$ cat src/rtl/hdmi_cfg_sequencer.sv
// hdmi_cfg_sequencer
//   Walks a {reg, value} table held in an external registered ROM and issues
//   each entry as a single I2C write to a byte-level I2C master. NACKed writes
//   are retried after a gap. The whole table is re-run on an HDMI hot-plug
//   rise or on a start request. Lives in the 27 MHz configuration domain.
// Ports
//   clk, rst           configuration clock, async active-high reset
//   start              single-cycle re-run request (honoured only when idle)
//   hpd                raw hot-plug detect pin (synchronized internally)
//   rom_addr/rom_data  table index out, {reg,value} back one cycle later
//   cmd_*              write command to the I2C master (valid/ready)
//   rsp_valid/rsp_nack completion of the accepted command
//   busy/done/error    sequence status, err_index = failing table entry
module hdmi_cfg_sequencer #(
   parameter int         NUM_REGS     = 16,
   parameter logic [6:0] DEV_ADDR     = 7'h39,
   parameter int         POWERUP_WAIT = 27000,
   parameter int         RETRY_GAP    = 270,
   parameter int         DELAY_CYCLES = 2700,
   parameter int         MAX_RETRY    = 3,
   localparam int        IW           = (NUM_REGS > 1) ? $clog2(NUM_REGS) : 1
) (
   input  logic          clk,
   input  logic          rst,
   input  logic          start,
   input  logic          hpd,
   output logic [IW-1:0] rom_addr,
   input  logic [15:0]   rom_data,
   output logic          cmd_valid,
   input  logic          cmd_ready,
   output logic [6:0]    cmd_dev,
   output logic [7:0]    cmd_reg,
   output logic [7:0]    cmd_data,
   input  logic          rsp_valid,
   input  logic          rsp_nack,
   output logic          busy,
   output logic          done,
   output logic          error,
   output logic [IW-1:0] err_index
);

   localparam int WMAX0 = (POWERUP_WAIT > RETRY_GAP) ? POWERUP_WAIT : RETRY_GAP;
   localparam int WMAX  = (WMAX0 > DELAY_CYCLES) ? WMAX0 : DELAY_CYCLES;
   localparam int CW    = (WMAX > 0) ? $clog2(WMAX + 1) : 1;
   localparam int RW    = (MAX_RETRY > 0) ? $clog2(MAX_RETRY + 1) : 1;

   localparam logic [3:0] S_WAIT_PWR = 4'd0;
   localparam logic [3:0] S_FETCH    = 4'd1;
   localparam logic [3:0] S_LATCH    = 4'd2;
   localparam logic [3:0] S_ISSUE    = 4'd3;
   localparam logic [3:0] S_WAIT_RSP = 4'd4;
   localparam logic [3:0] S_GAP      = 4'd5;
   localparam logic [3:0] S_DELAY    = 4'd6;
   localparam logic [3:0] S_DONE     = 4'd7;
   localparam logic [3:0] S_ERROR    = 4'd8;

   localparam logic [IW-1:0] LAST = IW'(NUM_REGS - 1);

   logic [3:0]    state;
   logic [CW-1:0] cnt;
   logic [IW-1:0] idx;
   logic [RW-1:0] rc;
   logic          hpd_s1, hpd_s2, hpd_s3, hpd_edge, hpd_pend;
   logic          pend;

   // Two sync flops, then a registered rising-edge detect.
   always_ff @(posedge clk or posedge rst) begin
      if (rst) begin
         hpd_s1   <= 1'b0;
         hpd_s2   <= 1'b0;
         hpd_s3   <= 1'b0;
         hpd_edge <= 1'b0;
      end else begin
         hpd_s1   <= hpd;
         hpd_s2   <= hpd_s1;
         hpd_s3   <= hpd_s2;
         hpd_edge <= hpd_s2 & ~hpd_s3;
      end
   end

   // A rise arriving this cycle counts as pending so it is not lost when the
   // take point and the edge coincide.
   assign pend = hpd_pend | hpd_edge;

   always_ff @(posedge clk or posedge rst) begin
      if (rst) begin
         state     <= S_WAIT_PWR;
         cnt       <= CW'(POWERUP_WAIT);
         idx       <= '0;
         rc        <= '0;
         cmd_valid <= 1'b0;
         cmd_reg   <= 8'h00;
         cmd_data  <= 8'h00;
         err_index <= '0;
         hpd_pend  <= 1'b0;
      end else begin
         if (busy && hpd_edge) hpd_pend <= 1'b1;
         case (state)
            S_WAIT_PWR: begin
               if (pend) begin
                  cnt      <= CW'(POWERUP_WAIT);
                  hpd_pend <= 1'b0;
               end else if (cnt == '0) begin
                  idx   <= '0;
                  state <= S_FETCH;
               end else begin
                  cnt <= cnt - CW'(1);
               end
            end
            S_FETCH: begin
               if (pend) begin
                  cnt      <= CW'(POWERUP_WAIT);
                  hpd_pend <= 1'b0;
                  state    <= S_WAIT_PWR;
               end else begin
                  state <= S_LATCH;
               end
            end
            S_LATCH: begin
               if (rom_data == 16'hFFFF) begin
                  cnt   <= CW'(DELAY_CYCLES);
                  state <= S_DELAY;
               end else begin
                  cmd_reg   <= rom_data[15:8];
                  cmd_data  <= rom_data[7:0];
                  rc        <= '0;
                  cmd_valid <= 1'b1;
                  state     <= S_ISSUE;
               end
            end
            S_ISSUE: begin
               if (cmd_ready) begin
                  cmd_valid <= 1'b0;
                  state     <= S_WAIT_RSP;
               end
            end
            S_WAIT_RSP: begin
               // The outstanding command always completes before a restart.
               if (rsp_valid) begin
                  if (pend) begin
                     cnt      <= CW'(POWERUP_WAIT);
                     hpd_pend <= 1'b0;
                     state    <= S_WAIT_PWR;
                  end else if (!rsp_nack) begin
                     if (idx == LAST) state <= S_DONE;
                     else begin
                        idx   <= idx + IW'(1);
                        state <= S_FETCH;
                     end
                  end else if (rc < RW'(MAX_RETRY)) begin
                     rc    <= rc + RW'(1);
                     cnt   <= CW'(RETRY_GAP);
                     state <= S_GAP;
                  end else begin
                     err_index <= idx;
                     state     <= S_ERROR;
                  end
               end
            end
            S_GAP: begin
               if (pend) begin
                  cnt      <= CW'(POWERUP_WAIT);
                  hpd_pend <= 1'b0;
                  state    <= S_WAIT_PWR;
               end else if (cnt == '0) begin
                  cmd_valid <= 1'b1;
                  state     <= S_ISSUE;
               end else begin
                  cnt <= cnt - CW'(1);
               end
            end
            S_DELAY: begin
               if (pend) begin
                  cnt      <= CW'(POWERUP_WAIT);
                  hpd_pend <= 1'b0;
                  state    <= S_WAIT_PWR;
               end else if (cnt == '0) begin
                  if (idx == LAST) state <= S_DONE;
                  else begin
                     idx   <= idx + IW'(1);
                     state <= S_FETCH;
                  end
               end else begin
                  cnt <= cnt - CW'(1);
               end
            end
            S_DONE, S_ERROR: begin
               // Hot-plug restarts with the power-up wait; start skips it.
               if (hpd_edge) begin
                  cnt   <= CW'(POWERUP_WAIT);
                  state <= S_WAIT_PWR;
               end else if (start) begin
                  idx   <= '0;
                  state <= S_FETCH;
               end
            end
            default: begin
               cmd_valid <= 1'b0;
               cnt       <= CW'(POWERUP_WAIT);
               state     <= S_WAIT_PWR;
            end
         endcase
      end
   end

   assign rom_addr = idx;
   assign cmd_dev  = DEV_ADDR;
   assign done     = (state == S_DONE);
   assign error    = (state == S_ERROR);
   assign busy     = ~(done | error);

endmodule

$ cat config.mk
export PLATFORM = sky130hd
export DESIGN_NAME = hdmi_cfg_sequencer
export DESIGN_NICKNAME = d
export VERILOG_FILES = /design/src/rtl/hdmi_cfg_sequencer.sv
export SDC_FILE = /design/constraint.sdc
export NUM_CORES = 1
export LEC_CHECK = 0
export BUFFER_PORTS_ARGS = -buffer_cell sky130_fd_sc_hd__buf_2
export CORE_AREA = 2 2 104 106
export CTS_CLUSTER_DIAMETER = 40
export CTS_CLUSTER_SIZE = 10
export DETAILED_ROUTE_END_ITERATION = 6
export DIE_AREA = 0 0 106 108
export HOLD_SLACK_MARGIN = 0.1
export PLACE_DENSITY = 0.59
export SETUP_SLACK_MARGIN = 0.05
export SLEW_MARGIN = 0
export SYNTH_ARGS = -nofsm -noshare
export SYNTH_HDL_FRONTEND = slang
export SYNTH_SLANG_ARGS = --single-unit
export TNS_END_PERCENT = 100
$ cat constraint.sdc
create_clock -name clk -period 2.5 [get_ports clk]
set_clock_uncertainty 0.15 [all_clocks]
set_input_delay 0.125 -clock clk [delete_from_list [all_inputs] [get_ports clk]]
set_output_delay 0.125 -clock clk [all_outputs]
set_load 0.02 [all_outputs]
==> results of run 1 <==
## cell usage in the layout (no fill, tap or decap), types with 4 or more instances in the layout
cell type,Yosys,layout
a21oi_1,10,10
a31o_2,4,4
a31oi_1,9,9
a41oi_1,7,7
buf_2,8,50
buf_4,7,32
clkbuf_8,0,5
conb_1,2,7
dfrtp_1,43,41
dfstp_2,8,8
dlygate4sd3_1,0,20
inv_1,9,8
mux2_1,6,6
mux2_2,18,18
nand2_1,18,18
nand2b_1,5,5
nand3_1,12,12
nand4_1,6,6
nor2_1,19,18
nor3_1,9,9
o211ai_1,6,6
o21ai_0,14,14
o22a_1,4,4
o31ai_1,6,6
## critical path: stages (launching register included)
cell	delay (ns)
dfrtp_1	0.56
or4_1	0.56
o22a_1	0.20
or2_1	0.23
and3_4	0.24
mux2_4	0.30
## cells by family after synthesis
logic type / share of synthesized area (%)
adder cells (fa/ha/maj): 1.231
buffers and inverters: 5.745
flip-flops: 42.18
other: 0.2463
XOR/XNOR: 0.2873
AO/OA/AOI/OAI: 20.19
multiplexers: 10.67
AND/OR/NAND/NOR: 19.45
## per-layer routing
| layer | global-route usage (%) | vias up |
|---|---|---|
| met3 | 2.833 | 14 |
| met5 | 0 | - |
| li1 | - | 1356 |
| met1 | 19.15 | 1397 |
| met2 | 24.52 | 111 |
| met4 | 4.511 | 0 |
## power breakdown
group / internal (mW) / leakage [nW] / total, mW / switching (mW)
clock network: 0.299 / 0.0514 / 0.590 / 0.291
logic: 1.10 / 1.03 / 2.42 / 1.32
registers: 1.14 / 0.628 / 1.40 / 0.260
## what timing repair did
action	CTS	global route
setup buffers	0	1
gates resized for setup	0	6
endpoints found under the setup margin	0	12
endpoints found under the hold margin	34	0
hold buffers	20	0
## per-stage QoR
step,area (um^2),total power [mW]
finish,3925,4.410
global route,3925,4.712
CTS,3897,4.375
detailed placement,3587,3.742
global placement,3587,3.727
floorplan,3075,3.025
## how the worst max path moves through the flow
stage,from,end,slack [ns],cells past startpoint
after floorplan,state[0],err_index[0],0.07,6
after global placement,cnt[0],cnt[1],0.15,7
after detailed placement,cnt[0],rom_addr[3],0.11,7
after CTS,cnt[0],rom_addr[3],0.09,7
after global routing,cnt[0],cnt[0],0.05,7
final,state[3],cnt[1],0.14,5
## cell type report
class / count / share of cell area (%)
multi-input combinational: 230 / 41.57
timing repair buffer: 102 / 17.60
clock buffer: 6 / 1.849
clock inverter: 2 / 0.9563
inverter: 9 / 0.8607
sequential: 51 / 32.83
tap: 136 / 4.335
==> key figures, run 1 <==
Synthesis
  – Yosys warnings: 0
  – Post-synth ARST share: 100.0%
  – Synth area leaders: dfrtp_1 35%, dfstp_2 6.9%, mux2_2 6.6%
  – Cell Area, Synth: 3049 um^2
  – Post-synthesis register bit count: between 50 and 60
  – Synth top area share: 35.29%
  – Synth top cells by count: 43 x dfrtp_1, 19 x nor2_1, 18 x mux2_2, 18 x nand2_1, 14 x o21ai_0
  – Post-synth EDFFs: 0
  – Count leader, synth: dfrtp_1
  – Cells after synthesis: 311
  – Most used DFF post-synth: dfrtp_1
  – Number of distinct library cells after synthesis: 63
  – Sequential fraction of the synthesis area: 42.18%
  – Post-synthesis cell type with the largest combined area: dfrtp_1
  – Syn Area/Cell: 9.804 um^2

Clocking
  – Clock tree from TritonCTS: built
  – Max clock buf depth: 2
  – Clock-pin slew on the worst setup and hold paths: about 0.11 ns
  – H-tree depth: 2
  – Clock sinks: 51
  – Inserted Clock Buffers: 5
  – Later-pin clock latency in the skew report: around 0.31 ns
  – CTS root buffer: clkbuf_8

Layout
  – Fillers: 1,022
  – Layout cells sized above 1: between 30% and 40%
  – FF/Latch Area: 1289 um^2
  – Area of the multi-input gates: 1632 um^2
  – Syn-to-layout area delta: 28.72%
  – Layout Utilization: 38.36%
  – Non-Filler Instances: 536
  – Ant. Diodes: 0
  – Largest register FFs: 15
  – Final #Nets: 425

GRT
  – Largest net degree at the start of global routing: 37
  – Grt total ovfl: 0
  – Vias in the first global route: 2,719
  – Total Routing Usage GR: 14.61%
  – First-pass GRT wire length: 13,550 um
  – Initial antenna violation count: 0

Setup path
  – Capturing element type of the critical path: flop
  – Worst R2R Setup Slack: about 0.14 ns
  – WS Path Type: reg -> reg
  – CP Max Fanout: 15
  – R2R depth: 5
  – Reg2reg start: state[3]
  – Startpoint types: flop
  – Data required, critical path: 2.55 ns
  – Worst Path Arrival: 2.41 ns
  – FF-to-FF End: cnt[1]

Route
  – Uppermost layer routed: met4
  – Met3 wire length: approximately 450 um
  – DR iter-0 viols: 364
  – Post-route ant nets: 0
  – Drt drc: 0
  – DR WL met2: slightly above 4000 um
  – Routed len/inst: 15.33 um
  – Drt total wl: 8217 um
  – Vias/cell: 5.369
  – DRT Pass-1 Iters: 5
  – M1 wire length: 3564 um
  – Via Count: 2,878

Worst hold path
  – WHS Endpoint: cmd_valid
  – Worst hold start: cmd_ready
  – Hold path depth: 4
  – Worst min path class: in -> reg

STA
  – Endpoints failing setup: 0
  – Setup TNS: 0 ns
  – RSZ-0062 raised after global routing: no
  – Final WS setup: 0.1376 ns
  – Highest Clock Rate: 423.3 MHz
  – Fin crit period: 2.362 ns
  – Hold Slack: 0.1135 ns
  – Fin. max-slew vios: 0
  – Fin. Hold Viols: 0
  – Least-Margin Pin Slew: 0.5443 ns
  – Relative slew slack: a little under two thirds
  – Post-route clock period utilization: 94.50%

Power
  – Peak VDD IR: 509.9 uV
  – Static Leak: 1.707 nW
  – Pwr dens: 1124 nW/um^2

Floorplan
  – I/O Pins: 58
  – Row Count: 37
  – Die area: 11,450 um^2
  – Initial Util: between 20% and 30%
  – CORE AREA: between 10,000 and 15,000 um^2
  – Die Y: 108 um
  – Die X: 106 um

Placement
  – Hpwl dp: between 5000 and 6000 um
  – Placed instance count: 507
  – Global placement routability congestion: 0.8659
  – Pre-CTS setup slack: 0.1138 ns
  – IO Port Bufs: 50

Run status
  – Outcome: completed

Run
  – Max Cap Violations: 0
Power figures use the tool's default switching activity.
==> inputs of run 2 (changes only) <==
--- a/config.mk
+++ b/config.mk
@@ -13,6 +13,7 @@
 export DIE_AREA = 0 0 106 108
 export HOLD_SLACK_MARGIN = 0.1
 export PLACE_DENSITY = 0.59
+export RECOVER_POWER = 25
 export SETUP_SLACK_MARGIN = 0.05
 export SLEW_MARGIN = 0
 export SYNTH_ARGS = -nofsm -noshare
==> run 2 against run 1 <==
Net effect: first-iteration DRC count grew 1.1%; cell area shrank 0.41%; count of clock-buffer cells in the layout stayed put; critical endpoint unchanged; largest cell class unchanged; fmax rose by 0.41%; flip-flop and latch count is the same; sequential share of layout area is 0.14 points higher; core utilization down 0.16 points; global-route usage stayed put.
==> key figures, run 2 (same netlist as run 1, synthesis figures left out) <==
GRT
  – Initial antenna violation count: 0
  – First-pass GRT wire length: 13,550 um
  – Total Routing Usage GR: 14.61%
  – Grt total ovfl: 0
  – Vias in the first global route: between 2k and 3k
  – Largest net degree at the start of global routing: 37

Route
  – Drt total wl: 8220 um
  – Via Count: approximately 2.9k
  – Vias/cell: around 5.4
  – Post-route ant nets: 0
  – Routed len/inst: around 15 um
  – Drt drc: 0
  – DRT Pass-1 Iters: 6
  – DR iter-0 viols: 368

STA
  – Hold Slack: 0.1139 ns
  – Least-Margin Pin Slew: 0.6067 ns
  – Fin. max-slew vios: 0
  – Post-route clock period utilization: 94.11%
  – Final WS setup: 0.1473 ns
  – Endpoints failing setup: 0
  – Fin. Hold Viols: 0
  – Relative slew slack: between 50 and 60%
  – Setup TNS: 0 ns
  – Highest Clock Rate: 425.1 MHz
  – Fin crit period: 2.353 ns
  – RSZ-0062 raised after global routing: no

Floorplan
  – Die Y: 108 um
  – CORE AREA: 10,230 um^2
  – Initial Util: about 30%
  – Die X: 106 um
  – Row Count: 37
  – I/O Pins: between 50 and 60
  – Die area: about 11,000 um^2

Power
  – Pwr dens: approximately 1100 nW/um^2
  – Peak VDD IR: 510.5 uV
  – Static Leak: roughly 1.7 nW

Clocking
  – Clock-pin slew on the worst setup and hold paths: around 0.11 ns
  – H-tree depth: 2
  – CTS root buffer: clkbuf_8
  – Inserted Clock Buffers: 5
  – Clock sinks: 51
  – Later-pin clock latency in the skew report: 0.31 ns
  – Max clock buf depth: 2
  – Clock tree from TritonCTS: built

Worst hold path
  – Hold path depth: 4
  – Worst min path class: in -> reg

Placement
  – Pre-CTS setup slack: 0.1138 ns
  – Hpwl dp: ~5800 um
  – IO Port Bufs: 50
  – Global placement routability congestion: 0.8659

Setup path
  – WS Path Type: reg -> reg
  – CP Max Fanout: 15
  – Capturing element type of the critical path: flop
  – Data required, critical path: 2.55 ns
  – R2R depth: 5
  – Startpoint types: flop
  – Worst Path Arrival: 2.40 ns

Layout
  – Most common cell after layout, fill and taps aside: dfrtp_1
  – Ant. Diodes: 0
  – Layout cells sized above 1: 30.00%
  – Most frequent cells in the layout: 41 x dfrtp_1, 37 x buf_2, 32 x buf_4, 20 x dlygate4sd3_1
  – Syn-to-layout area delta: 28.19%
  – Layout Utilization: 38.20%
  – Final #Nets: around 430
  – Largest register FFs: 15

Run status
  – Outcome: completed

Run
  – Max Cap Violations: 0
==> run 2: cell count changes in the layout (fill, tap and decap cells not counted) <==
cell,previous run,this run
buf_2,50,37
clkbuf_1,1,14
inv_1,8,9
inv_2,1,0
==> run 2: final cells by class <==
cell class	instances	area [um^2]
fill	1028	6322
multi-input combinational	230	1632
sequential	51	1289
timing repair buffer	102	674.4
tap	136	170.2
clock buffer	6	72.57
clock inverter	2	37.54
inverter	9	33.78
==> run 2: stage by stage <==
stage / total power, mW / cells / area (um^2)
2_1_floorplan: 3.025 / 316 / 3075
3_3_place_gp: 3.727 / 507 / 3587
3_5_place_dp: 3.742 / 507 / 3587
4_1_cts: 4.375 / 535 / 3897
5_1_grt: 4.693 / 536 / 3909
6_report: 4.395 / 536 / 3909
==> run 2: per-layer routing <==
| metal | global-route usage, % | share of wire [%] | routed length (um) | up-vias |
|---|---|---|---|---|
| li1 | - | - | - | 1359 |
| met1 | 19.15 | 43 | 3551 | 1401 |
| met2 | 24.52 | 49 | 4020 | 122 |
| met3 | 2.833 | 5.8 | 475 | 22 |
| met4 | 4.511 | 2.1 | 174 | 0 |
| met5 | 0 | 0 | 0 | - |
==> run 2: worst max-delay path, cell delays in order (launching register included) <==
cell and delay (ns):
dfrtp_1 0.55, or4_1 0.55, o22a_1 0.20, or2_1 0.23
and3_4 0.24, mux2_4 0.30
==> run 2: repair_timing <==
item	in CTS	in global routing
hold buffers	20	0
resized for setup	0	6
buffers inserted	0	1
endpoints found under the hold margin	34	0
setup endpoints to repair	0	12
==> run 2: path summary, 6_finish.rpt <==
check                      slack (ns)  startpoint    endpoint
max reg2reg                      0.15    state[3]      cnt[1]
min reg2reg                      0.20      hpd_s1      hpd_s2
max                              0.15    state[3]      cnt[1]
min                              0.11   cmd_ready   cmd_valid
min in group asynchronous        0.30         rst  cmd_reg[3]
max in group asynchronous        0.97         rst      cnt[8]
==> run 2: power breakdown <==
part	total [mW]	switching [mW]	internal, mW
registers	1.41	0.265	1.14
clock network	0.591	0.291	0.299
logic	2.40	1.32	1.08
